===== src/rtl/multi_channel_data_sync_pkg.sv =====
// Shared definitions for the multi-channel data synchroniser:
// enable-event mode encodings and channel-index width helper.
package multi_channel_data_sync_pkg;

  typedef enum int {
    MODE_LEVEL  = 0,
    MODE_TOGGLE = 1
  } sync_mode_e;

  // max(1, clog2(num_ch)): a single channel still needs a 1-bit index
  function automatic int calc_ch_w(input int num_ch);
    int w;
    w = 1;
    while ((1 << w) < num_ch) w++;
    return w;
  endfunction

endpackage


===== src/rtl/data_sync_ch.sv =====
// Single-channel enable synchroniser with edge detect, capture strobe
// and hold register for the channel's data bus.
module data_sync_ch
  import multi_channel_data_sync_pkg::*;
#(
  parameter int BUS_WIDTH   = 8,
  parameter int NUM_STAGES  = 2,
  parameter int TOGGLE_MODE = 0
) (
  input  logic                 CLK,
  input  logic                 RST,
  input  logic                 i_enable,
  input  logic [BUS_WIDTH-1:0] i_data,
  output logic                 o_event,
  output logic                 o_pulse,
  output logic [BUS_WIDTH-1:0] o_hold
);

  logic [NUM_STAGES-1:0] r_sync;
  logic                  r_q;
  logic                  r_pulse;
  logic [BUS_WIDTH-1:0]  r_hold;
  logic                  w_last;

  assign w_last  = r_sync[NUM_STAGES-1];
  // Toggle handshake fires on either edge of the synced enable
  assign o_event = (TOGGLE_MODE == int'(MODE_TOGGLE)) ? (w_last ^ r_q)
                                                      : (w_last & ~r_q);
  assign o_pulse = r_pulse;
  assign o_hold  = r_hold;

  always_ff @(posedge CLK) begin
    if (RST) begin
      r_sync  <= '0;
      r_q     <= 1'b0;
      r_pulse <= 1'b0;
      r_hold  <= '0;
    end else begin
      r_sync  <= {r_sync[NUM_STAGES-2:0], i_enable};
      r_q     <= w_last;
      r_pulse <= o_event;
      if (o_event) r_hold <= i_data;
    end
  end

endmodule


===== src/rtl/multi_channel_data_sync.sv =====
// Multi-channel CDC data synchroniser: per-channel capture, pending/overrun
// tracking and a round-robin arbiter feeding one valid/ready output register.
module multi_channel_data_sync
  import multi_channel_data_sync_pkg::*;
#(
  parameter int NUM_CH      = 4,
  parameter int BUS_WIDTH   = 8,
  parameter int NUM_STAGES  = 2,
  parameter int TOGGLE_MODE = 0,
  parameter int CH_W        = calc_ch_w(NUM_CH)
) (
  input  logic                        CLK,
  input  logic                        RST,
  input  logic [NUM_CH*BUS_WIDTH-1:0] unsync_bus,
  input  logic [NUM_CH-1:0]           bus_enable,
  input  logic                        out_ready,
  input  logic                        ovr_clr,
  output logic [BUS_WIDTH-1:0]        sync_bus,
  output logic [CH_W-1:0]             sync_ch,
  output logic                        sync_valid,
  output logic [NUM_CH-1:0]           enable_pulse,
  output logic [NUM_CH-1:0]           overrun
);

  logic [NUM_CH-1:0]    w_event;
  logic [BUS_WIDTH-1:0] w_hold [NUM_CH];

  logic [NUM_CH-1:0]    r_pend;
  logic [NUM_CH-1:0]    r_ovr;
  logic [CH_W-1:0]      r_rr_ptr;
  logic                 r_valid;
  logic [BUS_WIDTH-1:0] r_bus;
  logic [CH_W-1:0]      r_ch;

  logic                 w_free;
  logic                 w_grant;
  logic [CH_W-1:0]      w_gidx;
  logic [CH_W-1:0]      w_gnext;
  logic [NUM_CH-1:0]    w_gmask;
  logic [NUM_CH-1:0]    w_new_ovr;

  genvar gi;
  generate
    for (gi = 0; gi < NUM_CH; gi++) begin : g_ch
      data_sync_ch #(
        .BUS_WIDTH   (BUS_WIDTH),
        .NUM_STAGES  (NUM_STAGES),
        .TOGGLE_MODE (TOGGLE_MODE)
      ) u_ch (
        .CLK      (CLK),
        .RST      (RST),
        .i_enable (bus_enable[gi]),
        .i_data   (unsync_bus[gi*BUS_WIDTH +: BUS_WIDTH]),
        .o_event  (w_event[gi]),
        .o_pulse  (enable_pulse[gi]),
        .o_hold   (w_hold[gi])
      );
    end
  endgenerate

  assign w_free = !r_valid || out_ready;

  // First pending channel at or after the round-robin pointer
  always_comb begin : p_arb
    int v_idx;
    v_idx   = 0;
    w_grant = 1'b0;
    w_gidx  = '0;
    for (int off = 0; off < NUM_CH; off++) begin
      v_idx = int'(r_rr_ptr) + off;
      if (v_idx >= NUM_CH) v_idx = v_idx - NUM_CH;
      if (w_free && !w_grant && r_pend[v_idx]) begin
        w_grant = 1'b1;
        w_gidx  = CH_W'(v_idx);
      end
    end
  end

  always_comb begin
    w_gnext = (int'(w_gidx) == NUM_CH - 1) ? '0 : w_gidx + 1'b1;
    w_gmask = w_grant ? (NUM_CH'(1) << w_gidx) : '0;
    // Granting a channel this edge frees its slot, so a same-edge event is not an overrun
    w_new_ovr = w_event & r_pend & ~w_gmask;
  end

  always_ff @(posedge CLK) begin
    if (RST) begin
      r_pend   <= '0;
      r_ovr    <= '0;
      r_rr_ptr <= '0;
      r_valid  <= 1'b0;
      r_bus    <= '0;
      r_ch     <= '0;
    end else begin
      r_pend <= (r_pend & ~w_gmask) | w_event;
      r_ovr  <= w_new_ovr | (r_ovr & {NUM_CH{~ovr_clr}});
      if (w_grant) begin
        r_valid  <= 1'b1;
        r_bus    <= w_hold[w_gidx];
        r_ch     <= w_gidx;
        r_rr_ptr <= w_gnext;
      end else if (w_free) begin
        r_valid <= 1'b0;
      end
    end
  end

  assign sync_bus   = r_bus;
  assign sync_ch    = r_ch;
  assign sync_valid = r_valid;
  assign overrun    = r_ovr;

endmodule


===== config.mk =====
export PLATFORM = sky130hd
export DESIGN_NAME = multi_channel_data_sync
export DESIGN_NICKNAME = d
export VERILOG_FILES = /design/src/rtl/multi_channel_data_sync_pkg.sv /design/src/rtl/data_sync_ch.sv /design/src/rtl/multi_channel_data_sync.sv
export SDC_FILE = /design/constraint.sdc
export NUM_CORES = 1
export LEC_CHECK = 0
export ABC_AREA = 1
export CORE_MARGIN = 4
export CORE_UTILIZATION = 45
export CTS_CLUSTER_DIAMETER = 150
export DETAILED_ROUTE_END_ITERATION = 16
export HOLD_SLACK_MARGIN = 0.05
export PLACE_DENSITY = 0.74
export SYNTH_ARGS = -nofsm -noshare
export SYNTH_HDL_FRONTEND = slang
export SYNTH_SLANG_ARGS = --single-unit

===== constraint.sdc =====
create_clock -name CLK -period 2.05 [get_ports CLK]
set_clock_uncertainty 0.15 [all_clocks]
set_input_delay 0.615 -clock CLK [delete_from_list [all_inputs] [get_ports CLK]]
set_output_delay 0.615 -clock CLK [all_outputs]
set_load 0.02 [all_outputs]

# ---- Word level (Yosys, flattened, before mapping)
# Index checks and enable logic that the tools add are counted.
dict set report word_totals {
  inputBits 40
  ram_bits 0
  memories 0
  romBits 0
  out_inout_bits 19
  reg_bits 69
  latchBits 0
  wordCells 102
}
dict set report classes {
  order_cmp 9
  n_reduce_logical 13
  add_sub_neg 8
  n_shift 1
  multipliers 0
  muxes 31
  n_eq_ne 1
  bitwise_logic 17
  div 0
}
# cell n
set ops {}
lappend ops {{$lt A32 B4 Y1 const B} 4}
lappend ops {{$mux W32} 4}
lappend ops {{$and A4 B4 Y4} 4}
lappend ops {{$bmux W8 S2} 1}
lappend ops {{$mux W8} 2}
lappend ops {{$mux W1} 14}
lappend ops {{$ge A3 B3 Y1 const B} 4}
lappend ops {{$sub A3 B3 Y4 const B} 3}
lappend ops {{$mux W2} 5}
lappend ops {{$bmux W1 S2} 4}
lappend ops {{$or A4 B4 Y4} 2}
lappend ops {{$logic_and A1 B1 Y1} 7}
lappend ops {{$add A2 B2 Y3 const B} 2}
lappend ops {{$not A1 Y1} 5}
lappend ops {{$and A1 B1 Y1} 4}
lappend ops {{$logic_not A1 Y1} 4}
lappend ops {{$mux W4} 1}
lappend ops {{$not A4 Y4} 1}
lappend ops {{$shl A1 B2 Y4 const A} 1}
lappend ops {{$sub A2 B3 Y4 const B} 1}
lappend ops {{$add A2 B1 Y3 const B} 1}
lappend ops {{$ge A2 B3 Y1 const B} 1}
lappend ops {{$not A2 Y3} 1}
lappend ops {{$add A2 B1 Y2 const B} 1}
lappend ops {{3 further kinds} 3}

# ---- Longest topological paths before layout
# Gate-level depths: netlist of run 1.
dict set report logic_depth {
  ltp_word 24
  depth_mapped 17
  depth_no_buf 15
}

# ---- Modules after synthesis
# Synthesis of run 1 repeated with hierarchy kept, for this count alone.
dict set report hier_totals {
  hier_cells 509
  area_unflattened_um2 3452.1
}
# mod n_inst seq_area_each_um2 cells_per_inst area_each_um2
set by_module_without_submodules {}
lappend by_module_without_submodules {data_sync_ch 4 240.2 63 457.9}
lappend by_module_without_submodules {multi_channel_data_sync 1 420.4 257 1620.3}

# ---- Worst setup path before layout of run 1
# Ideal clock, no wire load.
dict set report synth_path {
  path_kind {input to register}
  startpoint {in out_ready}
  endpoint {reg r_pend[0]}
  setup_time_ps 130
  slack_ps -102
  arrival_time_ps 1871
  path_buffers 1
  required_time_ps 1770
  stages 12
  path_cell_list {nor2_1 inv_1 nand4_2 nand2_4 nand2_4 nand2_4 buf_8 inv_1 ha_1 nand2_1 nand2_1 o21ai_0}
}
dict set report synth_between {
  elab_chain_len 20
  word_cells_on_any_way 24
  cone_classes {shift: 1; mux: 9; bitwise: 3; reduce/logical: 11}
}
# element line
set synth_lines {}
lappend synth_lines {{start, declared} multi_channel_data_sync.sv:16} ;# input logic out_ready,
lappend synth_lines {{$logic_or A1 B1 Y1 *} multi_channel_data_sync.sv:61} ;# assign w_free = !r_valid || out_ready;
lappend synth_lines {{$logic_and A1 B1 Y1} multi_channel_data_sync.sv:72} ;# if (w_free && !w_grant && r_pend[v_idx]) begin
lappend synth_lines {{$mux W1} multi_channel_data_sync.sv:72}
lappend synth_lines {{$logic_not A1 Y1} multi_channel_data_sync.sv:72}
lappend synth_lines {{$logic_and A1 B1 Y1 (2 in a row)} multi_channel_data_sync.sv:72}
lappend synth_lines {{$mux W1} multi_channel_data_sync.sv:72}
lappend synth_lines {{$logic_not A1 Y1} multi_channel_data_sync.sv:72}
lappend synth_lines {{$logic_and A1 B1 Y1 (2 in a row)} multi_channel_data_sync.sv:72}
lappend synth_lines {{[2 not listed]} -}
lappend synth_lines {{$logic_and A1 B1 Y1 (2 in a row)} multi_channel_data_sync.sv:72}
lappend synth_lines {{$mux W2 *} multi_channel_data_sync.sv:72}
lappend synth_lines {{net w_gidx[0]} multi_channel_data_sync.sv:37} ;# logic [CH_W-1:0] w_gidx;
lappend synth_lines {{$shl A1 B2 Y4 *} multi_channel_data_sync.sv:81} ;# w_gmask = w_grant ? (NUM_CH'(1) << w_gidx) : '0;
lappend synth_lines {{$mux W4 *} multi_channel_data_sync.sv:81}
lappend synth_lines {{$not A4 Y4 *} multi_channel_data_sync.sv:95} ;# r_pend <= (r_pend & ~w_gmask) | w_event;
lappend synth_lines {{$and A4 B4 Y4 *} multi_channel_data_sync.sv:95}
lappend synth_lines {{$or A4 B4 Y4 *} multi_channel_data_sync.sv:95}
lappend synth_lines {{end signal, assigned} multi_channel_data_sync.sv:95}
lappend synth_lines {{end, declared} multi_channel_data_sync.sv:28} ;# logic [NUM_CH-1:0] r_pend;
# Mark *: on every way through the listed nets, which the timed path passes. The rest lies on a longest branch.
# A chain may end at the register's enable or synchronous reset.

# ---- Worst setup path after layout of run 1
dict set report layout_path {
  startpoint {reg r_rr_ptr[0]}
  endpoint {reg r_bus[3] (netlist: sync_bus[3])}
}
dict set report layout_between {
  elab_chain_len 23
  word_cells_on_any_way 49
  cone_classes {add/sub: 7; order compare: 4; mux: 27; bitwise: 1; reduce/logical: 10}
}
# element line
set layout_lines {}
lappend layout_lines {{start, declared} multi_channel_data_sync.sv:30} ;# logic [CH_W-1:0] r_rr_ptr;
lappend layout_lines {{start signal, assigned} multi_channel_data_sync.sv:101} ;# r_rr_ptr <= w_gnext;
lappend layout_lines {{$sub A2 B3 Y4 / $ge A2 B3 Y1 (equally long branches)} multi_channel_data_sync.sv:71} ;# if (v_idx >= NUM_CH) v_idx = v_idx - NUM_CH;
lappend layout_lines {{$mux W32} multi_channel_data_sync.sv:71}
lappend layout_lines {{$bmux W1 S2} multi_channel_data_sync.sv:72}
lappend layout_lines {{$mux W1 (not written as such) (2 in a row)} multi_channel_data_sync.sv:72}
lappend layout_lines {{$logic_and A1 B1 Y1} multi_channel_data_sync.sv:72}
lappend layout_lines {{$mux W1} multi_channel_data_sync.sv:72}
lappend layout_lines {{$logic_not A1 Y1} multi_channel_data_sync.sv:72}
lappend layout_lines {{$logic_and A1 B1 Y1 (2 in a row)} multi_channel_data_sync.sv:72}
lappend layout_lines {{[2 not listed]} -}
lappend layout_lines {{$logic_and A1 B1 Y1 (2 in a row)} multi_channel_data_sync.sv:72}
lappend layout_lines {{$mux W1} multi_channel_data_sync.sv:72}
lappend layout_lines {{$logic_not A1 Y1} multi_channel_data_sync.sv:72}
lappend layout_lines {{$logic_and A1 B1 Y1 (2 in a row)} multi_channel_data_sync.sv:72}
lappend layout_lines {{$mux W2} multi_channel_data_sync.sv:72}
lappend layout_lines {{$not A2 Y3 (not written as such)} multi_channel_data_sync.sv:99} ;# r_bus <= w_hold[w_gidx];
lappend layout_lines {{$bmux W8 S2} multi_channel_data_sync.sv:99}
lappend layout_lines {{$mux W8 (not written as such) (2 in a row)} multi_channel_data_sync.sv:99}
lappend layout_lines {{end signal, assigned} multi_channel_data_sync.sv:99}
lappend layout_lines {{end, declared} multi_channel_data_sync.sv:32} ;# logic [BUS_WIDTH-1:0] r_bus;
# Parallel ways exist; a longest one is shown, timed or not. The select of a mux whose other input is x is not followed.

==> results.sh, run 1 <==
export IMPL_tritoncts_num_buffers=9
export IMPL_critPathCaptureType="flip-flop"
export IMPL_wl_per_cell_microns=12.2
export IMPL_seq_area_sq_mm=0.00138
export IMPL_clkLatencyLatePin_ns=0.34
export IMPL_fin_ws_ns=0.0236
export IMPL_hold_buffers=0
export IMPL_drt_pass1_iterations=4
export IMPL_multi_input_area_sq_mm=0.00137
export IMPL_clock_sinks=69
export IMPL_cp_top_family="simple AND/OR/NAND/NOR gates"
export IMPL_dp_hpwl_microns=4990
export IMPL_clkTransAtPathRegs_ns=0.08
export IMPL_outcome="finished, final reports clean"
export IMPL_fp_dieW_microns=91.2
export IMPL_period_share_pct=98.9
export IMPL_antenna_cells=0
export IMPL_syn_inst=420
export IMPL_nFillCells=609
export IMPL_std_cell_rows=30
export IMPL_utilization_pct=61.9
export IMPL_grt_pass1_vias=2619
export IMPL_first_iter_violations=144
export IMPL_leakagePower_nw=1.93
export IMPL_io_pin_count=59
export IMPL_cp_common_cell="nand3_1"
export IMPL_cts_root_buf="clkbuf_8"
export IMPL_hold_viol_final=0
export IMPL_post_route_min_period_ns=2.03
export IMPL_post_route_cell_area_sq_mm=0.00418
export IMPL_critPathBufInv=4
export IMPL_grt_first_pass_wirelength_microns=11700
export IMPL_cp_max_fo=9
export IMPL_timing_setup_tns_ns=0
export IMPL_powerDensity_mw_per_mm2=1510
export IMPL_synth_warning_count=0
export IMPL_drive_gt1_share_pct=19.0
export IMPL_vias_per_cell=4.87
export IMPL_syn_nets=464
export IMPL_syn_area_sq_mm=0.00311
export IMPL_avgSynthCellArea_sq_um=7.41
export IMPL_grt_use_total_pct=17.5
export IMPL_crit_slowest_cell="dfxtp_2"
export IMPL_core_area_sq_mm=0.00676
export IMPL_slowest_delay_ns=0.34
export IMPL_wirelength_microns=7040
export IMPL_maxSlewHeadroom_pct=66.8
export IMPL_io_buffers=58
export IMPL_cts_tree="built"
export IMPL_placedInstanceArea_sq_mm=0.00380
export IMPL_required_ns=2.14
export IMPL_place_worst_setup_slack_ns=-0.477
export IMPL_ys_seq_area_share_pct=44.4
export IMPL_grt_start_max_net_pins=46
export IMPL_cp_cell_sequence="buf_12 -> clkinv_8 -> nand2_1 -> nand2_2 -> nand2_4 -> nand2_4 -> nand4_4 -> buf_4 -> o21ai_4 -> nand3_1 -> nand3_1 -> nand3_1 -> nand2_1 -> inv_1"
export IMPL_htree_levels=3
export IMPL_postRouteAntennaNets=0
export IMPL_rsz0062_at_grt="yes"
export IMPL_areaGrowthSynthToFinish_pct=34.2
export IMPL_peakVddDrop_mv=0.664
export IMPL_globalRouteOverflowTotal=0
export IMPL_critPathArrivalTime_ns=2.12
export IMPL_layout_nets=534
export IMPL_setup_violations_final=0
export IMPL_drc_errors=0
export IMPL_dieHeight_microns=91.2
export IMPL_finalWeightedCongestion=0.826
export IMPL_min_path_type="reg2reg"
export IMPL_max_freq_mhz=493
export IMPL_clk_path_buf_depth=2
export IMPL_grt_antenna_before_repair=0
export IMPL_drv_cap=0
export IMPL_worstMarginPinSlew_ns=0.498
export IMPL_num_vias=2798
export IMPL_ys_ff_latch=69
export IMPL_cp_start_kind="flip-flop"
export IMPL_slew_violations=0
export IMPL_crit_type="reg2reg"
export IMPL_die_area_sq_mm=0.00832
export IMPL_synth_cell_types=28
export IMPL_initial_core_util_pct=46.1
==> state kept, by name, indices dropped and copies added, names as in the netlist <==
name and count:
g_ch.u_ch.o_hold 32, g_ch.u_ch.r_sync 8, sync_bus 8, g_ch.u_ch.o_pulse 4
g_ch.u_ch.r_q 4, overrun 4, r_pend 4, r_rr_ptr 2
sync_ch 2, sync_valid 1
==> cells in the mapped netlist <==
cell type / count / share of area [%]
a21oi_1: 33 / 5.3
a41oi_2: 1 / 0.52
buf_2: 1 / 0.16
buf_4: 5 / 1.2
buf_6: 3 / 1.1
buf_8: 1 / 0.48
clkbuf_1: 10 / 1.2
dfxtp_1: 69 / 44
ha_1: 4 / 1.6
inv_1: 88 / 11
inv_2: 2 / 0.24
inv_6: 1 / 0.28
nand2_1: 46 / 5.5
nand2_2: 14 / 2.8
nand2_4: 4 / 1.4
nand3_1: 52 / 8.4
nand3_2: 1 / 0.32
nand4_2: 1 / 0.40
nand4_4: 1 / 0.68
nor2_1: 22 / 2.7
nor2_4: 2 / 0.72
nor3_1: 1 / 0.16
o211ai_1: 1 / 0.24
o21ai_0: 49 / 7.9
o21ai_1: 1 / 0.16
o21ai_2: 2 / 0.56
o22ai_1: 4 / 0.80
or2_2: 1 / 0.20
==> metrics by stage <==
stage                     total power, W  hold slack, ns  instances
after floorplan                  0.00392           0.238        420
after global placement           0.00472           0.240        551
after detailed placement         0.00480           0.242        551
after CTS                        0.00592           0.256        569
after global routing             0.00679           0.274        575
final                            0.00630           0.250        575
==> per-layer routing <==
| layer | wire length, microns | track usage [%] |
|---|---|---|
| met2 | 3510 | 29.6 |
| met4 | 132 | 7.66 |
| met3 | 328 | 3.89 |
| met1 | 3060 | 21.2 |
| met5 | 0 | 0 |
==> worst reg2reg max path, stage by stage, from the launching register on <==
cell	delay, ns
dfxtp_2	0.34
buf_12	0.13
clkinv_8	0.06
nand2_1	0.06
nand2_2	0.12
nand2_4	0.08
nand2_4	0.10
nand4_4	0.11
buf_4	0.17
o21ai_4	0.20
nand3_1	0.13
nand3_1	0.12
nand3_1	0.09
nand2_1	0.06
inv_1	0.04
==> kinds of logic after synthesis <==
family / count (synthesis) / synth area share (%)
simple gates: 145 / 23.3
buf+inv: 111 / 15.3
compound gates: 91 / 15.5
flops: 69 / 44.4
fa+ha+maj: 4 / 1.61
==> worst paths after layout <==
| kind | depth (start not counted) | to | from | slack (ns) |
|---|---|---|---|---|
| setup reg to reg | 14 | sync_bus[3] | r_rr_ptr[0] | 0.02 |
| hold reg to reg | 2 | g_ch[3].u_ch.r_sync[1] | g_ch[3].u_ch.r_sync[0] | 0.25 |
| hold / removal | 2 | g_ch[3].u_ch.r_sync[1] | g_ch[3].u_ch.r_sync[0] | 0.25 |
| setup / recovery | 14 | sync_bus[3] | r_rr_ptr[0] | 0.02 |
==> cells in the final DEF (no fill, tap or decap), drive strengths merged, types with 2 or more instances in the layout <==
master	synthesis	final
buf	10	21
inv	91	91
a21oi	33	33
o22ai	4	4
dlygate4sd2	0	16
dfxtp	69	69
ha	4	4
nand2	64	64
clkinv	0	4
clkbuf	10	10
o21ai	52	52
clkdlybuf4s50	0	41
nand3	53	53
nor2	24	24
nand4	2	2
==> final cells by class <==
class	count	area share (%)
Sequential cell	69	33.1
Multi-Input combinational cell	240	32.7
Timing Repair Buffer	79	18.5
Inverter	91	8.53
Clock buffer	10	3.29
Tap cell	80	2.40
Clock inverter	6	1.47
==> repair_timing <==
| item | in CTS | in global routing |
|---|---|---|
| gates cloned | 0 | 1 |
| resized for setup | 22 | 37 |
| setup buffers | 2 | 5 |
| hold endpoints to repair | 0 | 0 |
| pin swaps | 3 | 11 |
| setup endpoints to repair | 31 | 19 |
==> report_power, final <==
group / switching [W] / internal, W
registers: 0.0000875 / 0.00150
logic: 0.00213 / 0.00148
clock network: 0.000508 / 0.000593
total: 0.00273 / 0.00357
Note: power is estimated with default switching activity, not from simulation.
==> inputs of run 2 (changes only) <==
--- a/config.mk
+++ b/config.mk
@@ -6,11 +6,11 @@
 export NUM_CORES = 1
 export LEC_CHECK = 0
 export ABC_AREA = 1
-export CORE_MARGIN = 4
+export CORE_MARGIN = 5
 export CORE_UTILIZATION = 45
 export CTS_CLUSTER_DIAMETER = 150
+export CTS_CLUSTER_SIZE = 16
 export DETAILED_ROUTE_END_ITERATION = 16
-export HOLD_SLACK_MARGIN = 0.05
 export PLACE_DENSITY = 0.74
 export SYNTH_ARGS = -nofsm -noshare
 export SYNTH_HDL_FRONTEND = slang
==> run 2 against run 1 <==
Total power down 1.6%. Worst hold slack better by 0.0052 ns. Sequential share of layout area up 0.12 points. Critical endpoint is now r_rr_ptr[1]. Non-clock buffer count up 2. Highest routed layer unchanged. Largest power group unchanged. Global-route usage down 0.22 points. Routed wire length up 3.5%. Utilization down 0.11 points. Register-to-register slack about the same.
==> results.sh, run 2 (same netlist as run 1, synthesis figures left out) <==
export IMPL_slew_violations=0
export IMPL_initial_core_util_pct=46.1
export IMPL_cp_top_family="simple AND/OR/NAND/NOR gates"
export IMPL_clkTransAtPathRegs_ns=0.07
export IMPL_leakagePower_nw=1.97
export IMPL_postRouteAntennaNets=0
export IMPL_dieHeight_microns=93.2
export IMPL_vias_per_cell=4.86
export IMPL_grt_start_max_net_pins=46
export IMPL_rsz0062_at_grt="yes"
export IMPL_hold_viol_final=0
export IMPL_fp_dieW_microns=93.2
export IMPL_io_buffers=58
export IMPL_grt_use_total_pct=17.3
export IMPL_cp_cell_sequence="buf_12 -> clkinv_8 -> nand2_1 -> nand3_2 -> nand2_4 -> nand2_1 -> o21ai_2 -> nand2_4 -> nand2_4 -> buf_6 -> ha_1 -> inv_1 -> a21oi_1"
export IMPL_final_cell_mix="inv_1, dfxtp_1, nand3_1"
export IMPL_critPathArrivalTime_ns=2.09
export IMPL_areaGrowthSynthToFinish_pct=33.9
export IMPL_drc_errors=0
export IMPL_htree_levels=3
export IMPL_clock_sinks=69
export IMPL_die_area_sq_mm=0.00868
export IMPL_drt_pass1_iterations=4
export IMPL_globalRouteOverflowTotal=0
export IMPL_grt_first_pass_wirelength_microns=12000
export IMPL_largest_reg_flops=32
export IMPL_dp_hpwl_microns=5110
export IMPL_drv_cap=0
export IMPL_drive_gt1_share_pct=18.5
export IMPL_cp_start_kind="flip-flop"
export IMPL_first_iter_violations=172
export IMPL_peakVddDrop_mv=0.733
export IMPL_cts_root_buf="clkbuf_8"
export IMPL_cp_max_fo=8
export IMPL_period_share_pct=98.8
export IMPL_io_pin_count=59
export IMPL_grt_pass1_vias=2712
export IMPL_antenna_cells=0
export IMPL_utilization_pct=61.7
export IMPL_clkLatencyLatePin_ns=0.34
export IMPL_timing_hold_ws_ns=0.255
export IMPL_cp_common_cell="nand2_4"
export IMPL_core_area_sq_mm=0.00676
export IMPL_cts_tree="built"
export IMPL_powerDensity_mw_per_mm2=1490
export IMPL_clk_path_buf_depth=2
export IMPL_final_common_cell="inv_1"
export IMPL_maxSlewHeadroom_pct=68.6
export IMPL_critPathBufInv=4
export IMPL_timing_setup_tns_ns=0
export IMPL_worstMarginPinSlew_ns=0.471
export IMPL_wirelength_microns=7280
export IMPL_outcome="finished, final reports clean"
export IMPL_finalWeightedCongestion=0.799
export IMPL_max_freq_mhz=494
export IMPL_std_cell_rows=30
export IMPL_crit_slowest_cell="dfxtp_4"
export IMPL_layout_nets=536
export IMPL_crit_type="reg2reg"
export IMPL_setup_violations_final=0
export IMPL_critPathCaptureType="flip-flop"
export IMPL_post_route_min_period_ns=2.03
export IMPL_min_path_type="reg2reg"
export IMPL_grt_antenna_before_repair=0
export IMPL_slowest_delay_ns=0.36
export IMPL_wl_per_cell_microns=12.6
export IMPL_required_ns=2.12
export IMPL_tritoncts_num_buffers=9
export IMPL_num_vias=2800
==> run 2: cell count changes in the layout (fill, tap and decap cells not counted), moves of 2 or more <==
cell	previous run	this run
dlymetal6s2s_1	1	3
nand2_2	25	21
buf_12	3	6
o21ai_4	2	0
nand3_2	4	6
o21ai_2	0	3
nand2_1	32	36
nand3_1	49	47
==> run 2: path summary, 6_finish.rpt <==
path,slack (ns),start,depth (start not counted),endpoint
setup / recovery,0.02,r_rr_ptr[0],13,r_rr_ptr[1]
hold / removal,0.25,g_ch[3].u_ch.r_sync[0],2,g_ch[3].u_ch.r_sync[1]
setup reg to reg,0.02,r_rr_ptr[0],13,r_rr_ptr[1]
hold reg to reg,0.25,g_ch[3].u_ch.r_sync[0],2,g_ch[3].u_ch.r_sync[1]
==> run 2: area by class of cell <==
| cell class | count | area [sq um] |
|---|---|---|
| Fill cell | 607 | 2580 |
| Sequential cell | 69 | 1390 |
| Multi-Input combinational cell | 240 | 1350 |
| Timing Repair Buffer | 81 | 822 |
| Inverter | 91 | 357 |
| Clock buffer | 10 | 128 |
| Tap cell | 80 | 100 |
| Clock inverter | 5 | 28.8 |
==> run 2: per-stage QoR <==
step	area [sq um]	power [W]	worst slack [ns]	cells
floorplan	3120	0.00392	0.00727	420
detailed placement	3840	0.00494	-0.456	551
global route	4170	0.00667	-0.0901	576
finish	4170	0.00620	0.0242	576
global placement	3840	0.00487	-0.419	551
CTS	4050	0.00594	0.00186	572
==> run 2: where the power goes <==
group	switching, W	internal, W	leakage (nW)
Combinational	0.00212	0.00158	1.32
Clock	0.000478	0.000425	0.0856
Sequential	0.0000925	0.00151	0.567
Total	0.00269	0.00352	1.97
==> run 2: worst min-delay path, cell delays in order (launching register included) <==
cell	delay (ns)
dfxtp_1	0.30
inv_1	0.04
nor2_1	0.03
==> run 2: per-layer routing <==
| layer | share of wire (%) | vias up | track usage [%] |
|---|---|---|---|
| met5 | 0 | - | 0 |
| met4 | 1.3 | 0 | 7.08 |
| met3 | 5.2 | 9 | 4.42 |
| met2 | 49 | 68 | 28.0 |
| met1 | 45 | 1254 | 21.8 |
| li1 | - | 1469 | - |
==> run 2: repair_timing <==
| action | 4_1_cts | 5_1_grt |
|---|---|---|
| hold buffers | 0 | 0 |
| hold endpoints to repair | 0 | 0 |
| buffers inserted | 6 | 5 |
| resized for setup | 24 | 31 |
| endpoints found under the setup margin | 31 | 21 |
| pin swaps | 7 | 15 |
